`src/rtl/img2col_pkg.sv`:
```
// Shared types and default constants for the img2col mapping path.
// Used by img2col_seq, its mod_cnt counters and the img2col datapath.
package img2col_pkg;

  // Sequencer states, exposed for debug through img2col_seq.dbg_state.
  typedef enum logic [1:0] {
    IDLE = 2'd0,
    RUN  = 2'd1,
    DONE = 2'd2
  } seq_state_e;

  // Default frame and kernel geometry.
  localparam int IMG_ROW    = 28;
  localparam int KERNEL     = 5;
  localparam int DATA_WIDTH = 16;

  // Number of K x K windows in a square frame of side row.
  function automatic int win_per_frame(input int row, input int k);
    return (row - k + 1) * (row - k + 1);
  endfunction

endpackage

```
`src/rtl/img2col_seq_mod_cnt.sv`:
```
// Modulo-N up counter with synchronous clear and a wrap strobe.
// o_wrap is high in the cycle where an enabled count rolls from N-1 to 0.
module mod_cnt #(
  parameter int N = 28,
  parameter int W = 5
) (
  input  logic         clk,
  input  logic         nrst,
  input  logic         i_clr,
  input  logic         i_en,
  output logic [W-1:0] o_count,
  output logic         o_wrap
);

  logic [W-1:0] r_count;

  assign o_wrap  = i_en && (r_count == W'(N - 1));
  assign o_count = r_count;

  // Clear has priority over counting; enabled count wraps at N-1.
  always_ff @(posedge clk) begin
    if (!nrst) begin
      r_count <= '0;
    end else if (i_clr) begin
      r_count <= '0;
    end else if (i_en) begin
      r_count <= o_wrap ? '0 : r_count + W'(1);
    end
  end

endmodule

```
`src/rtl/img2col_seq.sv`:
```
// img2col_seq: pixel sequencer for the img2col line buffers.
// Accepts one pixel per in_valid/in_ready handshake, drives the line-buffer
// write address / line select, and presents one K x K window at a time.
// Optional feature macro: IMG2COL_SEQ_PERF_EN adds the perf_stall counter.
//
// Handshakes: a transfer happens on a rising edge where valid && ready are
// both high; valid, once raised, holds its payload stable until that edge,
// and ready may depend combinationally on the downstream ready only.
module img2col_seq
  import img2col_pkg::*;
#(
  parameter int ROW    = IMG_ROW,
  parameter int K      = KERNEL,
  parameter int ADDR_W = 5,
  parameter int CNT_W  = 10
) (
  input  logic                 clk,
  input  logic                 nrst,
  input  logic                 start,
  input  logic                 in_valid,
  output logic                 in_ready,
  output logic                 wr_en,
  output logic [ADDR_W-1:0]    wr_addr,
  output logic [$clog2(K)-1:0] line_sel,
  output logic                 win_valid,
  input  logic                 win_ready,
  output logic [ADDR_W-1:0]    col_num,
  output logic [ADDR_W-1:0]    win_row,
  output logic                 busy,
  output logic                 done,
`ifdef IMG2COL_SEQ_PERF_EN
  output logic [31:0]          perf_stall,
`endif
  output logic [1:0]           dbg_state
);

  localparam int LS_W = $clog2(K);
  localparam logic [ADDR_W-1:0] KM1  = ADDR_W'(K - 1);
  localparam logic [ADDR_W-1:0] LAST = ADDR_W'(ROW - K);

  seq_state_e r_state;
  seq_state_e w_next_state;

  logic              w_run_entry;
  logic              w_hs;
  logic              w_win_hs;
  logic              w_win_load;
  logic              w_last_win;
  logic              w_col_wrap;
  logic              w_row_wrap;
  logic              w_ls_wrap;
  logic [ADDR_W-1:0] w_col;
  logic [ADDR_W-1:0] w_row;
  logic [LS_W-1:0]   w_line_sel;

  logic              r_win_valid;
  logic [ADDR_W-1:0] r_col_num;
  logic [ADDR_W-1:0] r_win_row;
  logic [CNT_W-1:0]  r_win_cnt;

  // Wrap strobes of row / line_sel and the window count are observation only.
  logic w_unused;
  assign w_unused = &{1'b0, w_row_wrap, w_ls_wrap, r_win_cnt};

  // Handshake and window bookkeeping.
  assign w_run_entry = (r_state == IDLE) && start;
  assign in_ready    = (r_state == RUN) && (!r_win_valid || win_ready);
  assign w_hs        = in_valid && in_ready;
  assign w_win_hs    = r_win_valid && win_ready;
  // Comparisons gate the subtractions below, so col/row never underflow.
  assign w_win_load  = w_hs && (w_row >= KM1) && (w_col >= KM1);
  assign w_last_win  = w_win_hs && (r_win_row == LAST) && (r_col_num == LAST);

  // Column position inside the current row; doubles as write address.
  mod_cnt #(.N(ROW), .W(ADDR_W)) u_col_cnt (
    .clk     (clk),
    .nrst    (nrst),
    .i_clr   (w_run_entry),
    .i_en    (w_hs),
    .o_count (w_col),
    .o_wrap  (w_col_wrap)
  );

  // Row position inside the frame.
  mod_cnt #(.N(ROW), .W(ADDR_W)) u_row_cnt (
    .clk     (clk),
    .nrst    (nrst),
    .i_clr   (w_run_entry),
    .i_en    (w_col_wrap),
    .o_count (w_row),
    .o_wrap  (w_row_wrap)
  );

  // Line buffer selection, row mod K.
  mod_cnt #(.N(K), .W(LS_W)) u_line_cnt (
    .clk     (clk),
    .nrst    (nrst),
    .i_clr   (w_run_entry),
    .i_en    (w_col_wrap),
    .o_count (w_line_sel),
    .o_wrap  (w_ls_wrap)
  );

  // State register.
  always_ff @(posedge clk) begin
    if (!nrst) begin
      r_state <= IDLE;
    end else begin
      r_state <= w_next_state;
    end
  end

  // Next-state logic; start is only looked at in IDLE.
  always_comb begin
    w_next_state = r_state;
    case (r_state)
      IDLE:    if (start) w_next_state = RUN;
      RUN:     if (w_last_win) w_next_state = DONE;
      DONE:    w_next_state = IDLE;
      default: w_next_state = IDLE;
    endcase
  end

  // Window register: loading wins over consuming, giving a one-deep skid.
  always_ff @(posedge clk) begin
    if (!nrst) begin
      r_win_valid <= 1'b0;
      r_col_num   <= '0;
      r_win_row   <= '0;
    end else if (w_run_entry) begin
      r_win_valid <= 1'b0;
      r_col_num   <= '0;
      r_win_row   <= '0;
    end else if (w_win_load) begin
      r_win_valid <= 1'b1;
      r_col_num   <= w_col - KM1;
      r_win_row   <= w_row - KM1;
    end else if (w_win_hs) begin
      r_win_valid <= 1'b0;
    end
  end

  // Count of windows consumed in the current frame.
  always_ff @(posedge clk) begin
    if (!nrst) begin
      r_win_cnt <= '0;
    end else if (w_run_entry) begin
      r_win_cnt <= '0;
    end else if (w_win_hs) begin
      r_win_cnt <= r_win_cnt + CNT_W'(1);
    end
  end

`ifdef IMG2COL_SEQ_PERF_EN
  logic [31:0] r_perf_stall;

  // Stalled-source cycles in RUN, saturating at all-ones.
  always_ff @(posedge clk) begin
    if (!nrst) begin
      r_perf_stall <= '0;
    end else if (w_run_entry) begin
      r_perf_stall <= '0;
    end else if ((r_state == RUN) && in_valid && !in_ready &&
                 (r_perf_stall != '1)) begin
      r_perf_stall <= r_perf_stall + 32'd1;
    end
  end

  assign perf_stall = r_perf_stall;
`endif

  assign wr_en     = w_hs;
  assign wr_addr   = w_col;
  assign line_sel  = w_line_sel;
  assign win_valid = r_win_valid;
  assign col_num   = r_col_num;
  assign win_row   = r_win_row;
  assign busy      = (r_state == RUN);
  assign done      = (r_state == DONE);
  assign dbg_state = r_state;

endmodule

```
`config.mk`:
```
export PLATFORM = sky130hd
export DESIGN_NAME = img2col_seq
export DESIGN_NICKNAME = d
export VERILOG_FILES = /design/src/rtl/img2col_pkg.sv /design/src/rtl/img2col_seq_mod_cnt.sv /design/src/rtl/img2col_seq.sv
export SDC_FILE = /design/constraint.sdc
export NUM_CORES = 1
export LEC_CHECK = 0
export CAP_MARGIN = 20
export CORE_UTILIZATION = 56
export CTS_BUF_LIST = sky130_fd_sc_hd__clkbuf_4 sky130_fd_sc_hd__clkbuf_8
export CTS_CLUSTER_DIAMETER = 100
export DETAILED_ROUTE_END_ITERATION = 16
export GPL_TIMING_DRIVEN = 0
export PLACE_DENSITY_LB_ADDON = 0.15
export SETUP_SLACK_MARGIN = 0.05
export SYNTH_ARGS = -nofsm -noshare
export SYNTH_HDL_FRONTEND = slang
export SYNTH_SLANG_ARGS = --single-unit
```
`constraint.sdc`:
```
create_clock -name clk -period 2.9 [get_ports clk]
set_input_delay 0.435 -clock clk [delete_from_list [all_inputs] [get_ports clk]]
set_output_delay 0.435 -clock clk [all_outputs]
set_load 0.01 [all_outputs]
```
## Word-level counts from Yosys, hierarchy flattened

Cells that the tools add are included.

- Bits in registers: 26
- Bits of input ports: 5
- Output and inout bits: 25

- Add/subtract/negate cells: 5
- $lt $le $gt $ge: 2
- Eq/ne operators: 9
- Muxes and demuxes: 8
- Bitwise logic cells: 1
- Reductions and logical operators: 17

Operator list:

| cell | number |
|---|---|
| equality test 5 bit (second input constant) | 4 |
| logical AND 1 bit | 11 |
| adder 5 x 1 -> 5 bit (second input constant) | 2 |
| greater-or-equal comparator 5 x 3 -> 1 bit (second input constant) | 2 |
| two-way mux 5 bit | 2 |
| subtractor 5 x 3 -> 5 bit (second input constant) | 2 |
| two-way mux 2 bit | 2 |
| one-hot mux 2 bit (2 select lines) | 1 |
| adder 3 x 1 -> 3 bit (second input constant) | 1 |
| equality test 3 bit (second input constant) | 1 |
| two-way mux 3 bit | 1 |
| equality test 2 x 1 -> 1 bit (second input constant) | 1 |
| equality test 2 bit (second input constant) | 1 |
| zero test 2 bit | 1 |
| two-way mux 1 bit | 2 |
| inequality test 2 x 1 -> 1 bit (second input constant) | 1 |
| inequality test 2 bit (second input constant) | 1 |
| AND reduction 2 bit | 1 |
| nonzero test 2 bit | 1 |
| OR reduction 2 bit | 1 |
| zero test 1 bit | 1 |
| logical OR 1 bit | 1 |
| inverter 1 bit | 1 |

## Longest topological paths before layout

- Word-level depth: 7
- Mapped depth: 7
- Gate-level depth less buffers: 6

## By module

From an unflattened synthesis, not the netlist that was laid out.

- Cells, all modules: 147
- Area, all modules: 1,368.8 µm²

Modules (own cells, without submodules):

| module | times used | cells an instance | area an instance (µm²) | seq. area each (µm²) |
|---|---|---|---|---|
| img2col_seq | 1 | 74 | 730.7 | 260.2 |
| mod_cnt (u_col_cnt ...) | 2 | 27 | 239.0 | 100.1 |
| mod_cnt (u_line_cnt) | 1 | 19 | 160.2 | 60.1 |

## Worst setup path after synthesis

Ideal clock, no wire load.

- Kind: flip-flop to flip-flop
- From: reg u_row_cnt.r_count[3] (netlist: u_row_cnt.o_count[3])
- To: reg r_col_num[3] (netlist: col_num[3])
- Library setup time: 0.134 ns
- Arrival time: 1.596 ns
- Setup slack: 1.170 ns
- Cell stages (with the launch flop): 8
- Path buffers: 1
- Clock period less this slack: 1.730 ns
- Cells stage by stage: dfxtp_1 > inv_1 > ha_1 > a2111oi_0 > a21oi_1 > clkbuf_1 > a21oi_1 > a211oi_1

- Longest elaborated chain between the ends: 3

RTL lines:

| element | line | source |
|---|---|---|
| start, declared | img2col_seq_mod_cnt.sv:15 | `logic [W-1:0] r_count;` |
| start signal, assigned | img2col_seq_mod_cnt.sv:27 | `r_count <= o_wrap ? '0 : r_count + W'(1);` |
| greater-or-equal comparator 5 x 3 -> 1 bit | img2col_seq.sv:71 | `assign w_win_load = w_hs && (w_row >= KM1) && (w_col >= KM1);` |
| logical AND 1 bit (2 in series) | img2col_seq.sv:71 |  |
| end signal, assigned | img2col_seq.sv:136 | `r_col_num <= w_col - KM1;` |
| end, declared | img2col_seq.sv:57 | `logic [ADDR_W-1:0] r_col_num;` |

No other way between the ends.
A chain may end at the register's enable or synchronous reset.

## Worst setup path in the final report

- From: in win_ready
- To: out wr_en

- Longest elaborated chain between the ends: 3

RTL lines:

| element | line | source |
|---|---|---|
| start, declared | img2col_seq.sv:26 | `input logic win_ready,` |
| logical OR 1 bit | img2col_seq.sv:67 | `assign in_ready = (r_state == RUN) && (!r_win_valid \|\| win_ready);` |
| logical AND 1 bit | img2col_seq.sv:67 |  |
| logical AND 1 bit | img2col_seq.sv:68 | `assign w_hs = in_valid && in_ready;` |
| end, declared | img2col_seq.sv:22 | `output logic wr_en,` |

No other way between the ends.

==> summary.md <==
| Metric | Value |
|---|---|
| Status | `completed` |
| CP Launch Type | `primary input` |
| Root Driver | `clkbuf_4` |
| DRT antenna net count | `0` |
| CP max stage delay | `550 ps` |
| # port buffers | `29` |
| Final worst path period share | `94.4%` |
| WHS Path Cells | `2` |
| Post-Route WL | `approximately 3300 um` |
| Critical Path RT | `around 2500 ps` |
| Setup violators final | `0` |
| Crit path arrival time | `approximately 2300 ps` |
| Syn-to-layout area delta | `27.4%` |
| Critical Path Sink Type | `output port` |
| Worst slew pin tran | `about 670 ps` |
| Layout Skew | `about 5.8 ps` |
| Global route overflow | `0` |
| Layout cell share with drive strength beyond 1 | `7.85%` |
| DRC violations left | `0` |
| Initial antenna violation count | `0` |
| Max-slew violations | `0` |
| EDFF count, synth | `0` |
| Most frequent CP cell | `clkdlybuf4s50_1` |
| Nets@finish | `between 200 and 250` |
| # Max-Cap Violations | `0` |
| RSZ-0062 raised after global routing | `false` |
| Avg Inst Size Synth | `approximately 8.7 um^2` |
| CP delay by family, top | `buffers and inverters` |
| Static leakage | `0.000613 uW` |
| Relative max-transition margin | `a little over half` |
| Critical setup path kind | `in2out` |
| Die height | `51.6 um` |
| Final Wtd Congestion | `about 0.80` |
| Clk slew on worst S/H paths | `150 ps` |
| Crit-path slowest cell | `clkdlybuf4s50_1` |
| Core Box Area | `approximately 2300 um^2` |
| ANT cells | `0` |
| Worst r2r dst | `win_row[4]$_SDFFE_PP0P_` |
| Vias | `1,303` |
| Initial DRC Count | `57` |
| Vias in the first global route | `about 1,200` |
| Post-synth top flop | `dfxtp_1` |
| CTS Buf Count | `3` |
| Hold WC Path Type | `reg2reg` |
| CTS tree | `built` |
| Final Hold Vio Count | `0` |
| Width of the die | `about 52 um` |
| Final core occ | `77.2%` |
| Syn Nets | `approximately 180` |
| Clock latency on the worst-skew pair | `roughly 330 ps` |
| First-pass GRT wire length | `5400 um` |
| CP Buf/Inv Count | `5` |
| Fin crit period | `2740 ps` |
| Power density cells | `between 300 and 400 nW/um^2` |
| R2R depth | `7` |
| Synth unique cells | `37` |
| Largest net degree at the start of global routing | `16` |
| Starting density of the core | `60.6%` |
| Synth Register Bits | `26` |
| CTS Sinks | `26` |
| H-tree levels | `1` |
| Global-route usage over all layers | `~27%` |
| Hold Path End | `u_line_cnt.o_count[1]$_SDFFE_PP0N_` |
| VDD IR max | `about 710 uV` |
| Area of the die | `around 2700 um^2` |
| CP cell instances | `clkdlybuf4s50_1 -> nand2b_1 -> clkbuf_4 -> nand3_2 -> inv_2 -> buf_4 -> clkdlybuf4s50_1` |
| Setup slack, reg-to-reg | `720 ps` |
| Peak Freq | `365 MHz` |
| Detailed Place HPWL | `~2400 um` |
| Ys Warns | `0` |
| Vias/cell | `approximately 6` |
| Min-delay src | `u_line_cnt.o_count[1]$_SDFFE_PP0N_` |
| Crit Reg-Reg Startpoint | `u_row_cnt.o_count[0]$_SDFFE_PP0N_` |
| TNS Setup | `0 ps` |
| Row cnt | `17` |
| Netlist Area Pre-Place | `roughly 1400 um^2` |
| Fill cells | `between 150 and 200` |
| Avg WL per Cell | `between 15 and 20 um` |
| FFs w/ async S/R, synth | `0%` |
| Sequential area share after synthesis | `around 38%` |
| Clock buffer depth | `2` |
| Num ports | `30` |
| Cell count after synthesis | `158` |
| CP Max Fanout | `10` |
| Initial DRT Pass Iterations | `4` |
## timing repair
action | 4_1_cts | 5_1_grt
gates resized for setup | 0 | 1
setup endpoints to repair | 0 | 1
setup buffers | 0 | 0
hold buffers | 0 | 0
## metal layers
metal / vias up / share of wire, % / GRT usage [%]
li1: 629 / - / -
met1: 615 / 44 / 33.6
met2: 55 / 49 / 49.1
met3: 4 / 6.1 / 6.14
met4: 0 / 0.63 / 4.05
met5: - / 0 / 0
## through the flow
stage / hold WS, ps / std cells / power, uW / instance area, um^2 / setup slack, ps
after global placement: 466 / 215 / 413 / 1710 / 129
final: 510 / 219 / 664 / 1760 / 162
after global routing: 528 / 219 / 681 / 1760 / 66.3
after floorplan: 487 / 158 / 392 / 1380 / 1170
after detailed placement: 492 / 215 / 414 / 1710 / 128
after CTS: 511 / 219 / 663 / 1760 / 123
## flip-flops by register name (all words and copies together) (netlist names)
name,cells
u_row_cnt.o_count,5
win_valid,1
u_col_cnt.o_count,5
dbg_state,2
u_line_cnt.o_count,3
col_num,5
win_row,5
## logic make-up after synthesis
group / after synthesis / synth area share, %
AND/OR/NAND/NOR: 49 / 20.7
XOR/XNOR: 4 / 2.54
flip-flops: 26 / 37.7
buffers and inverters: 19 / 6.35
adder cells (fa/ha/maj): 14 / 12.7
AO/OA/AOI/OAI: 46 / 20.0
## cell type report
class	instances	area [um^2]	share of cell area, %
inverter	12	45.0	2.56
timing repair buffer	29	290	16.5
tap	28	35.0	1.99
multi-input combinational	113	772	43.9
clock inverter	1	30.0	1.71
clock buffer	3	22.5	1.28
sequential	26	520	29.6
buffer	7	42.5	2.42
## worst register-to-register path: stages, from the launching register on
cell	delay [ps]
dfxtp_1	490
inv_1	70
ha_1	190
a2111oi_0	610
a21oi_1	140
clkbuf_1	250
a21oi_1	230
a211oi_1	80
## worst max-delay path by stage
stage                                           start                       to  slack [ps]  cells after the start
detailed placement                          win_ready                    wr_en         130                      7
CTS                                         win_ready                    wr_en         120                      7
finish                                      win_ready                    wr_en         160                      7
global placement                            win_ready                    wr_en         130                      7
floorplan           u_row_cnt.o_count[3]$_SDFFE_PP0N_  col_num[3]$_SDFFE_PP0P_        1170                      7
global route                                win_ready                    wr_en          70                      7
## cells in the mapped netlist (4+ instances only)
| master | count | share of area [%] |
|---|---|---|
| a211oi_1 | 5 | 2.7 |
| a21oi_1 | 21 | 7.6 |
| a31oi_1 | 4 | 1.8 |
| and3_1 | 4 | 1.8 |
| dfxtp_1 | 26 | 38 |
| ha_1 | 14 | 13 |
| inv_1 | 12 | 3.3 |
| nand2_1 | 11 | 3.0 |
| nand3_1 | 6 | 2.2 |
| nor2_1 | 5 | 1.4 |
| nor3_1 | 6 | 2.2 |
| o21ai_0 | 8 | 2.9 |
| xnor2_1 | 4 | 2.5 |
## cell usage in the layout, fill, tap and decap left out, types with 2 or more instances in the layout
master           count
clkdlybuf4s50_1     29
dfxtp_1             26
a21oi_1             21
ha_1                14
inv_1               11
nand2_1             11
o21ai_0              8
nor3_1               6
nand3_1              6
nor2_1               5
a211oi_1             5
clkbuf_4             4
xnor2_1              4
and3_1               4
a31oi_1              4
clkbuf_1             3
nand4_1              3
nand2b_1             2
a2111oi_0            2
nand3b_1             2
nand4b_1             2
## power by group
group | switching (uW) | internal, uW
Clock | 117 | 140
Combinational | 25.3 | 20.3
Sequential | 2.78 | 359
Total | 145 | 519
Note: power is estimated with default switching activity, not from simulation.
==> patch: new RTL, same flow settings <==
Compare `r_count` against `W'(N - 1)` with >= in place of ==.
--- a/src/rtl/img2col_seq_mod_cnt.sv
+++ b/src/rtl/img2col_seq_mod_cnt.sv
@@ -14,7 +14,7 @@
 
   logic [W-1:0] r_count;
 
-  assign o_wrap  = i_en && (r_count == W'(N - 1));
+  assign o_wrap  = i_en && (r_count >= W'(N - 1));
   assign o_count = r_count;
 
   // Clear has priority over counting; enabled count wraps at N-1.
Function: no difference found for any inputs over 10 cycles, from zero or initial values and one cycle with nrst low; that may be too few to reach the edited logic, so the function may still have changed.
==> patch against the original RTL <==
Design area rose by 5.3%; routed wire length grew 5.2%; synthesized area rose by 7.7%; sequential cell count stayed put; register-to-register slack gained 0.26 ns; synthesized cell count rose by 3.2%; critical endpoint unchanged; setup slack better by 0.29 ns; total power shrank 10%; largest power group unchanged.
==> patch: results (changes against the original RTL) <==
layout:
  layout-drive-gt1-share: 0.1071  # +0.02861
  n_antenna_cell: 0  # unchanged
  final_cells: 226  # +3.2%
worst_setup_path:
  rr_endpoint: "col_num[2]"
  cpMaxStageDelayCell: "clkdlybuf4s50_1"
  crit_family: "buffers and inverters"
  arrival_ns: 2.01  # -0.29 ns
  r2r_setup_slack_ns: 0.98  # +0.26 ns
  cpPeakStageDelay_ns: 0.53  # -0.02 ns
  path_max_fanout: 10  # unchanged
  reg2reg_depth: 6  # -1
  r2r_start: "u_col_cnt.o_count[3]"
min_path:
  holdPathStages: 2  # unchanged
  min-delay-start: "u_line_cnt.o_count[1]"
  hold_class: "reg -> reg"
  hold_path_end: "u_line_cnt.o_count[1]"
placed_design:
  dp_cells: 222  # +3.3%
  dpl.hpwl_mm: 2.633  # +8.9%
  port_buffers: 29  # unchanged
  place.gp.congestion: 0.7730  # -2.8%
  post-place-ws_ns: 0.4556  # +0.3280 ns
global_routing:
  grt_start_max_net_pins: 15  # -1
  antenna_found_initial: 0  # unchanged
  track_usage: 0.2607  # -0.01249
  grt_use_met3: 0.02586  # -0.03554
  grt_use_met1: 0.3259  # -0.01050
  grt_pass1_vias: 1203  # +2.3%
  grt_pass1_wl_mm: 5.451  # +0.91%
  gr-usage-met2: 0.4708  # -0.02051
run_status:
  outcome: "finished clean"
synth:
  async_flop_share: 0  # unchanged
  muxShareOfSynthArea: 0  # unchanged
  synthTopCellsByCount: "26 x dfxtp_1, 19 x a21oi_1, 13 x ha_1"
  yosysSeqAreaShare: 0.3502  # -0.02698
  synth.avg_cell_area_um2: 9.119  # +4.4%
  synth-compound-area-share: 0.2315  # +0.03112
  syn_nets: 181  # +2.3%
  yosysWarnings: 0  # unchanged
  synth.area.top_cells: "dfxtp_1 35%, ha_1 11%, a21oi_1 6.4%"
  synth_xor_area_frac: 0.02357  # -0.001816
  yosysUniqueCellTypes: 44  # +19%
  synthAdderAreaFrac: 0.1094  # -0.01750
  synth-main-ff-cell: "dfxtp_1"
route:
  dr.pass1.iters: 5  # +1
  first_iter_violations: 34  # -40%
  vias_per_cell: 6.159  # +3.5%
  routedWlPerCell_um: 15.52  # +1.9%
cts:
  cts_root_buffer: "clkbuf_4"
  path_clk_slew_ns: 0.13  # -0.02 ns
  cts_htree_levels: 1  # unchanged
  cts_setup_buffers: 0  # unchanged
  cts_resized: 0  # unchanged
  cts_buffers: 3  # unchanged
sta:
  whs_ns: 0.5191  # +0.008890 ns
  worst_pin_slew_ns: 0.4168  # -0.2503 ns
  finalClockSkew_ns: 0.004525  # -0.001234 ns
pwr:
  power.leakage_nw: 0.6430  # +4.9%
  peakVddDrop_v: 0.0002673  # -62%
  switching_power_uw: 135.8  # -6.1%
patch: changes by cell type after synthesis, moves of 3 or more:
cell	unedited run	this run
o211ai_1	0	4
buf_2	1	4
clkbuf_1	3	0
nand2_1	11	8
nand4_1	3	6
o21ai_1	1	5
patch: worst reg2reg max path, cell delays in order (launching register included):
cell and delay (ns):
dfxtp_1 0.51, inv_1 0.15, ha_1 0.21, a2111oi_2 0.41
or2_4 0.23, nor2_2 0.08, a211oi_1 0.26
patch: worst max path at each step:
stage / from / endpoint / slack, ns / cells after the start
floorplan: u_col_cnt.o_count[3] / col_num[2] / 1.21 / 6
global placement: win_ready / wr_en / 0.47 / 6
detailed placement: win_ready / wr_en / 0.46 / 6
CTS: win_ready / wr_en / 0.46 / 6
global route: dbg_state[0] / wr_en / 0.37 / 6
finish: win_ready / wr_en / 0.45 / 6
patch: final cells by class:
cell class	instances	area, um2
inverters	11	46.29
well taps	30	37.54
fillers	203	649.4
flip-flops and latches	26	520.5
multi-input cells	118	849.6
plain buffers	8	70.07
repair buffers	29	290.3
clock buffers	4	36.28
patch: routing by layer:
layer  routed length (um)  up-vias
met5                    0        -
met4                   33        0
met3                  191        5
met2                 1781       49
met1                 1501      672
li1                     -      666
patch: cell families (layout without fill, tap and decap cells):
logic type / after synthesis / in the layout
AO/OA/AOI/OAI: 52 / 52
XOR/XNOR: 4 / 4
adder cells (fa/ha/maj): 13 / 13
buffers and inverters: 19 / 52
flip-flops: 26 / 26
AND/OR/NAND/NOR: 49 / 49
patch: metrics by stage:
step / power, mW / cell area, um2 / utilization
2_1_floorplan: 0.3969 / 1486 / -
3_3_place_gp: 0.4178 / 1814 / 0.7257
3_5_place_dp: 0.4189 / 1814 / 0.7257
4_1_cts: 0.5942 / 1851 / 0.7402
5_1_grt: 0.6101 / 1851 / 0.7402
6_report: 0.5960 / 1851 / 0.7402
patch: power groups by stage:
stage               sequential [mW]  clock, mW  combinational (mW)
finish                        0.361      0.185              0.0498
floorplan                     0.370          0              0.0273
global placement              0.369          0              0.0487
detailed placement            0.369          0              0.0496
global route                  0.362      0.195              0.0535
CTS                           0.361      0.183              0.0499
